**src/rtl/universal_shift_reg.sv**
```systemverilog
// Universal shift register: parallel load, single-step shift in either
// direction, and a burst engine that performs a programmed number of shifts
// with a busy/done handshake.
// Optional feature macro: ROTATE_SHIFT_EN adds a 'rotate' input that feeds
// the outgoing bit back in place of serial_in on every shift.
module universal_shift_reg #(
  parameter int WIDTH = 8,
  localparam int CNT_W = $clog2(WIDTH + 1)
) (
  input  logic             clk,
  input  logic             reset_n,
  input  logic             load,
  input  logic [WIDTH-1:0] load_data,
  input  logic             shift_en,
  input  logic             dir,
  input  logic             serial_in,
`ifdef ROTATE_SHIFT_EN
  input  logic             rotate,
`endif
  input  logic             burst_start,
  input  logic [CNT_W-1:0] burst_len,
  output logic [WIDTH-1:0] data_out,
  output logic             serial_out,
  output logic             busy,
  output logic             done,
  output logic             state_dbg
);

  // Burst handshake: burst_start is a one-cycle request taken only while
  // busy=0. busy rises the cycle after acceptance and stays high for exactly
  // burst_len cycles; done pulses for one cycle after the last shift (or the
  // cycle after a zero-length request). done and busy are never high together,
  // and commands presented while busy=1 are dropped.
  typedef enum logic {IDLE = 1'b0, BURST = 1'b1} state_t;

  state_t             state_q, state_d;
  logic [WIDTH-1:0]   data_q, data_d;
  logic [CNT_W-1:0]   cnt_q, cnt_d;
  logic               dir_q, dir_d;
  logic               done_q, done_d;

  logic               eff_dir;
  logic               out_bit;
  logic               shift_bit;
  logic [WIDTH-1:0]   shifted;
  logic [CNT_W-1:0]   len_clamped;

  // Shift datapath: direction is latched during a burst, live while idle.
  always_comb begin
    eff_dir = (state_q == BURST) ? dir_q : dir;
    out_bit = eff_dir ? data_q[0] : data_q[WIDTH-1];
`ifdef ROTATE_SHIFT_EN
    shift_bit = rotate ? out_bit : serial_in;
`else
    shift_bit = serial_in;
`endif
    shifted = eff_dir ? {shift_bit, data_q[WIDTH-1:1]}
                      : {data_q[WIDTH-2:0], shift_bit};
    len_clamped = (burst_len > CNT_W'(WIDTH)) ? CNT_W'(WIDTH) : burst_len;
  end

  // Next-state and next-datapath logic; in IDLE load beats burst_start beats shift_en.
  always_comb begin
    state_d = state_q;
    data_d  = data_q;
    cnt_d   = cnt_q;
    dir_d   = dir_q;
    done_d  = 1'b0;
    case (state_q)
      IDLE: begin
        if (load) begin
          data_d = load_data;
        end else if (burst_start) begin
          if (len_clamped == '0) begin
            done_d = 1'b1;
          end else begin
            state_d = BURST;
            cnt_d   = len_clamped;
            dir_d   = dir;
          end
        end else if (shift_en) begin
          data_d = shifted;
        end
      end
      BURST: begin
        data_d = shifted;
        cnt_d  = cnt_q - CNT_W'(1);
        if (cnt_q == CNT_W'(1)) begin
          state_d = IDLE;
          done_d  = 1'b1;
        end
      end
      default: state_d = IDLE;
    endcase
  end

  // FSM state register.
  always_ff @(posedge clk or negedge reset_n) begin
    if (!reset_n) state_q <= IDLE;
    else          state_q <= state_d;
  end

  // Datapath, burst counter, latched direction and done pulse registers.
  always_ff @(posedge clk or negedge reset_n) begin
    if (!reset_n) begin
      data_q <= '0;
      cnt_q  <= '0;
      dir_q  <= 1'b0;
      done_q <= 1'b0;
    end else begin
      data_q <= data_d;
      cnt_q  <= cnt_d;
      dir_q  <= dir_d;
      done_q <= done_d;
    end
  end

  assign data_out   = data_q;
  assign serial_out = out_bit;
  assign busy       = (state_q == BURST);
  assign done       = done_q;
  assign state_dbg  = state_q;

endmodule

```
**config.mk**
```make
export PLATFORM = sky130hd
export DESIGN_NAME = universal_shift_reg
export DESIGN_NICKNAME = d
export VERILOG_FILES = /design/src/rtl/universal_shift_reg.sv
export SDC_FILE = /design/constraint.sdc
export NUM_CORES = 1
export LEC_CHECK = 0
export ABC_CLOCK_PERIOD_IN_PS = 4100
export CAP_MARGIN = 15
export CORE_MARGIN = 3
export CORE_UTILIZATION = 50
export DETAILED_ROUTE_END_ITERATION = 7
export PLACE_DENSITY = 0.88
export SKIP_CTS_REPAIR_TIMING = 1
export SKIP_LAST_GASP = 1
export SLEW_MARGIN = 15
export SYNTH_ARGS = -nofsm -noshare
export SYNTH_HDL_FRONTEND = slang
export SYNTH_SLANG_ARGS = --single-unit
```
**constraint.sdc**
```tcl
create_clock -name clk -period 4.1 [get_ports clk]
set_clock_uncertainty 0.15 [all_clocks]
set_input_delay 0.615 -clock clk [delete_from_list [all_inputs] [get_ports clk]]
set_output_delay 0.615 -clock clk [all_outputs]
set_load 0.05 [all_outputs]
```
==> summary.txt, run 1 <==
STA
  – Slew Limit Fails: 0
  – Setup TNS Final: 0 ns
  – Fin. Hold Viols: 0
  – Minimum clock period: 3.21 ns
  – Setup-failing EPs final: 0
  – Final Cycle Share: around four fifths
  – Max-slew headroom: approximately half
  – Fmax: 0.312 GHz
  – RSZ-0062 raised after global routing: no
  – Worst slew pin tran: roughly 0.75 ns

Synth
  – Synth Register Bits: 15
  – Most numerous cell in the Yosys netlist: mux2i_1
  – Primary FF master, synth: dfrtp_1
  – Synth warn: 0
  – Post-Syn Area: just over 0.001 mm²
  – Synth Area in Compound Gates: 25.8%
  – Syn Area/Cell: 10.4 µm²
  – Post-Syn Instances: between 90 and 100
  – Post-synthesis adder-cell area fraction: about 2.4%
  – Async set-reset flop share out of synthesis: 100%
  – Unique masters post-synth: 27
  – EDFF count, synth: 0
  – Largest family of logic cells by synthesized area: compound AO/OA/AOI/OAI gates
  – Commonest cells post-synth: mux2i_1, dfrtp_1, o21ai_0, a22o_1, a2bb2oi_1
  – Register area share after synthesis: a little over a third
  – Cell taking the most area after synthesis: dfrtp_1
  – Simple-gate share of the synthesized area: a little under a tenth
  – Post-synthesis xor/xnor area fraction: between 1.5 and 2%
  – Post-synth top area share: approximately 36%
  – Multiplexer share of the synthesized area: about a fifth
  – Synth Net Count: 120
  – Top post-synthesis cells by area: dfrtp_1, mux2i_1, a22o_1

Worst setup path
  – CP Launch Type: flop
  – Top fanout value on the critical path: 24
  – Critical Path End Type: primary output
  – Critical-path cell list: mux2i_1 > mux2_2 > clkdlybuf4s50_1
  – CP arrival: about 2.4 ns
  – Worst path required time: 3.34 ns
  – Critical path's largest stage delay: ~0.84 ns
  – CP max stage cell: dfrtp_1
  – Setup CP Type: reg -> out

Power and ir drop
  – Reg power frac: 32.4%
  – Maximum vdd drop: approximately 0.00048 V
  – P_int: 0.556 mW
  – Leak Pwr: about 0.6 nW
  – Sw Share: roughly 50%
  – Net Sw Power: 0.549 mW
  – Comb power frac: between 60 and 70%
  – Power density cells: between 800 and 900 mW/mm²
  – Clock power frac: under 10%

Clock tree
  – Clk sink count: 15
  – Clk buf depth: 2
  – Clock transition at path regs: about 0.090 ns
  – CTS root buf: clkbuf_4
  – CTS tree: built
  – Clock latency at the later pin of the worst-skew pair: about 0.29 ns
  – CTS Buf Count: 3
  – Htree depth: 1

Global route
  – Vias in the first global route: slightly above 900
  – First-pass GRT wire length: about 4000 µm
  – Total grt overflow: 0
  – Initial antenna violation count: 0
  – Total Routing Usage GR: approximately 20%
  – Largest net degree at the start of global routing: 25

Routing
  – Antenna Violating Nets Remaining: 0
  – DRC viols: 0
  – Via/cell ratio: 5.95
  – Final WL: around 2400 µm
  – DRT iter0 DRCs: 5
  – Vias: 904
  – Wire per inst: between 15 and 20 µm
  – Initial DRT Pass Iterations: 4

Cells and area
  – Ant diodes: 0
  – Post-route design area: between 0.001 and 0.0015 mm²
  – Layout Nets: between 100 and 150
  – Fraction of layout cells with a size suffix above 1: under 10%
  – Synth-to-Final Area Change: 31.6%

Die
  – Row count: 15
  – DIE HEIGHT: around 50 µm
  – IO Count: 31
  – Die width: just over 50 µm
  – Initial Utilization: around 56%
  – Die ar.: ~0.0026 mm²
  – Core ar.: between 0.0015 and 0.002 mm²

Place
  – Area after DPL: between 0.001 and 0.0015 mm²
  – Post-DP HPWL: about 1900 µm
  – GP Congestion: 0.786
  – IO Port Bufs: 30

Job
  – Max-cap viol count: 0

Worst hold path
  – Hold WC Path Type: reg -> reg

Status
  – Outcome: complete, no violations
[final cells by class]
type / instances / area (µm²)
multi-input combinational: 73 / 598
fill: 155 / 484
sequential: 15 / 375
timing repair buffer: 31 / 308
tap: 25 / 31.3
clock buffer: 3 / 22.5
inverter: 4 / 15.0
clock inverter: 1 / 5.00
[state kept, by name (all words and copies together) (netlist names)]
signal,flops
busy,1
done,1
data_out,8
dir_q,1
cnt_q,4
[final timing paths]
kind | from | to | slack (ns) | cells past startpoint
hold / removal | cnt_q[0]$_DFFE_PN0P_ | cnt_q[0]$_DFFE_PN0P_ | 0.42 | 1
setup / recovery | busy$_DFF_PN0_ | serial_out | 0.89 | 3
max in group asynchronous | reset_n | data_out[0]$_DFFE_PN0P_ | 2.77 | 1
hold reg to reg | cnt_q[0]$_DFFE_PN0P_ | cnt_q[0]$_DFFE_PN0P_ | 0.42 | 1
min in group asynchronous | reset_n | data_out[6]$_DFFE_PN0P_ | 0.58 | 1
setup reg to reg | busy$_DFF_PN0_ | data_out[1]$_DFFE_PN0P_ | 2.09 | 3
[per-stage QoR]
| step | total power, mW | hold slack (ns) | std cells | worst slack [ns] | util, % |
|---|---|---|---|---|---|
| 3_5_place_dp | 1.02 | 0.407 | 148 | 0.909 | 72.2 |
| 4_1_cts | 1.11 | 0.420 | 152 | 0.896 | 73.7 |
| 3_3_place_gp | 1.00 | 0.401 | 148 | 0.939 | 72.2 |
| 6_report | 1.11 | 0.416 | 152 | 0.894 | 73.7 |
| 5_1_grt | 1.17 | 0.455 | 152 | 0.771 | 73.7 |
| 2_1_floorplan | 0.832 | 0.169 | 99 | 1.75 | - |
[routing by layer]
metal | wire, µm | global-route usage, % | up-vias
met3 | 127 | 5.54 | 2
li1 | - | - | 433
met5 | 0 | 0 | -
met4 | 12 | 3.93 | 0
met2 | 1240 | 36.0 | 27
met1 | 1050 | 24.5 | 442
[cell families after synthesis]
group,count (synthesis)
flip-flops,15
XOR/XNOR,2
multiplexers,19
buffers and inverters,11
AO/OA/AOI/OAI,38
AND/OR/NAND/NOR,12
adder cells (fa/ha/maj),2
[layout by cell type (no fill, tap or decap), types with 2 or more instances in the layout]
master           netlist  routed
a21oi_1                3       3
a22o_1                 8       8
a22oi_1                4       4
a2bb2oi_1              8       8
clkbuf_4               0       3
clkdlybuf4s50_1        0      30
dfrtp_1               15      15
ha_1                   2       2
inv_1                  4       4
mux2i_1               17      17
nand2b_1               2       2
nor2_1                 2       2
o21ai_0               13      13
xnor2_1                2       2
[worst max-delay path, delay by kind of cell, from the launching register on]
kind / cells / cell delay [ns]
mux: 2 / 0.62
buf+inv: 1 / 0.70
flops: 1 / 0.84
[power by group through the flow]
stage	sequential (mW)	clock (mW)	combinational, mW
floorplan	0.452	0	0.380
global placement	0.353	0	0.650
detailed placement	0.358	0	0.667
CTS	0.355	0.0857	0.671
global route	0.373	0.0932	0.707
finish	0.358	0.0829	0.664
(Power assumes the default switching activity.)
==> run 2: changes to the inputs <==
--- a/config.mk
+++ b/config.mk
@@ -5,12 +5,12 @@
 export SDC_FILE = /design/constraint.sdc
 export NUM_CORES = 1
 export LEC_CHECK = 0
-export ABC_CLOCK_PERIOD_IN_PS = 4100
+export ABC_CLOCK_PERIOD_IN_PS = 2700
 export CAP_MARGIN = 15
 export CORE_MARGIN = 3
-export CORE_UTILIZATION = 50
+export CORE_UTILIZATION = 42
 export DETAILED_ROUTE_END_ITERATION = 7
-export PLACE_DENSITY = 0.88
+export PLACE_DENSITY = 0.8
 export SKIP_CTS_REPAIR_TIMING = 1
 export SKIP_LAST_GASP = 1
 export SLEW_MARGIN = 15
==> constraint.sdc (replaced) <==
create_clock -name clk -period 2.7 [get_ports clk]
set_clock_uncertainty 0.15 [all_clocks]
set_input_delay 0.405 -clock clk [delete_from_list [all_inputs] [get_ports clk]]
set_output_delay 0.405 -clock clk [all_outputs]
set_load 0.05 [all_outputs]
==> summary.txt, run 2 (synthesis results as in run 1) <==
Place
  – GP Congestion: around 0.80
  – IO Port Bufs: 30
  – Pre-CTS WS: between 0.6 and 0.7 ns
  – Post-DP HPWL: around 1800 µm

STA
  – Setup TNS Final: 0 ns
  – Setup WS post-layout: 0.436 ns
  – Max-slew headroom: 53.3%
  – Final Cycle Share: 83.9%
  – RSZ-0062 raised after global routing: no
  – Fmax: between 0.4 and 0.5 GHz
  – Minimum clock period: roughly 2.3 ns
  – Worst slew pin tran: about 0.70 ns
  – Slew Limit Fails: 0
  – Fin. Hold Viols: 0
  – Setup-failing EPs final: 0

Power and ir drop
  – Power density cells: about 1200 mW/mm²
  – Leak Pwr: between 0.6 and 0.7 nW
  – Maximum vdd drop: ~0.00078 V

Global route
  – First-pass GRT wire length: roughly 4100 µm
  – Total grt overflow: 0
  – Vias in the first global route: 900
  – Initial antenna violation count: 0
  – Total Routing Usage GR: 16.8%
  – Largest net degree at the start of global routing: 23

Clock tree
  – Clock transition at path regs: 0.11 ns
  – CTS root buf: clkbuf_4
  – Clk sink count: 15
  – CTS Buf Count: 3
  – Clock latency at the later pin of the worst-skew pair: 0.30 ns
  – CTS tree: built
  – Clk buf depth: 2
  – Htree depth: 1

Die
  – Die ar.: 0.00308 mm²
  – Row count: 17
  – Die width: 55.5 µm
  – Core ar.: between 0.002 and 0.0025 mm²
  – IO Count: 31
  – Initial Utilization: roughly 45%
  – DIE HEIGHT: approximately 56 µm

Worst setup path
  – CP arrival: roughly 1.7 ns
  – Top fanout value on the critical path: 22
  – CP Launch Type: flop
  – Worst path required time: 2.14 ns
  – FF-to-FF End: data_out[2]$_DFFE_PN0P_
  – R2r worst-path depth: 4
  – Reg2Reg Setup Slack: slightly above 0.9 ns
  – Critical Path End Type: primary output
  – Crit. Startpoint: busy$_DFF_PN0_
  – R2r startpoint: busy$_DFF_PN0_
  – Setup CP Type: reg -> out

Cells and area
  – Commonest non-fill, non-tap cell in the layout: clkdlybuf4s50_1
  – Fraction of layout cells with a size suffix above 1: between 10% and 20%
  – Ant diodes: 0
  – Max reg flops: 8
  – Synth-to-Final Area Change: 32.7%
  – Layout Nets: 150
  – Fillcell total: 204
  – Commonest non-fill, non-tap cells in the layout: clkdlybuf4s50_1, mux2i_1, dfrtp_1

Routing
  – Final WL: 2370 µm
  – Vias: 891
  – DRT iter0 DRCs: 8
  – Via/cell ratio: roughly 5.7
  – DR WL met2: 1190 µm
  – Initial DRT Pass Iterations: 4
  – DRC viols: 0
  – Wire per inst: about 15 µm
  – M1 wire length: between 1000 and 1500 µm
  – DR top layer: met4
  – Antenna Violating Nets Remaining: 0
  – Routed wl met3: 106 µm

Worst hold path
  – Hold WC Path Type: in -> async

Status
  – Outcome: complete, no violations

Job
  – Max-cap viol count: 0
[run 2: cell types whose count changed in the layout (fill, tap and decap cells not counted), sizes merged]
cell	delta
clkinvlp	+1
clkdlybuf4s50	-1
clkinv	-1
buf	+2
[run 2: final cells by class]
type / instances / area, µm² / area share, %
clock buffers: 3 / 22.5 / 1.65
well taps: 28 / 35.0 / 2.56
inverters: 4 / 15.0 / 1.10
flip-flops and latches: 15 / 375 / 27.5
multi-input cells: 73 / 598 / 43.8
repair buffers: 32 / 313 / 22.9
clock inverters: 1 / 7.51 / 0.549
[run 2: worst max-delay path, cell delays in order (launching register included)]
cell and delay, ns:
dfrtp_1 0.38, buf_4 0.26, mux2i_1 0.22, mux2_2 0.35, buf_4 0.19
[run 2: per-stage QoR]
step                      hold WS (ns)  instance area, µm²  power, mW  utilization (%)  std cells
after floorplan                -0.0406                1030       1.26                -         99
after global placement           0.386                1340       1.54             58.7        152
after detailed placement         0.407                1340       1.56             58.7        152
after CTS                        0.389                1370       1.70             60.0        156
after global routing             0.421                1370       1.79             60.0        156
final                            0.366                1370       1.69             60.0        156
[run 2: worst max-delay path by stage]
stage / endpoint / slack (ns) / cells past startpoint
after floorplan: serial_out / 0.56 / 3
after global placement: serial_out / 0.64 / 4
after detailed placement: serial_out / 0.63 / 4
after CTS: serial_out / 0.43 / 4
after global routing: serial_out / 0.32 / 4
final: serial_out / 0.44 / 4
[run 2: power by group]
group	total (mW)	switching, mW	internal (mW)
combinational	1.05	0.587	0.460
sequential	0.503	0.167	0.335
clock	0.138	0.0821	0.0564
[run 2: routing by layer]
layer	vias to the layer above	global-route usage, %
li1	433	-
met1	429	19.6
met2	25	29.4
met3	4	3.50
met4	0	6.94
met5	-	0
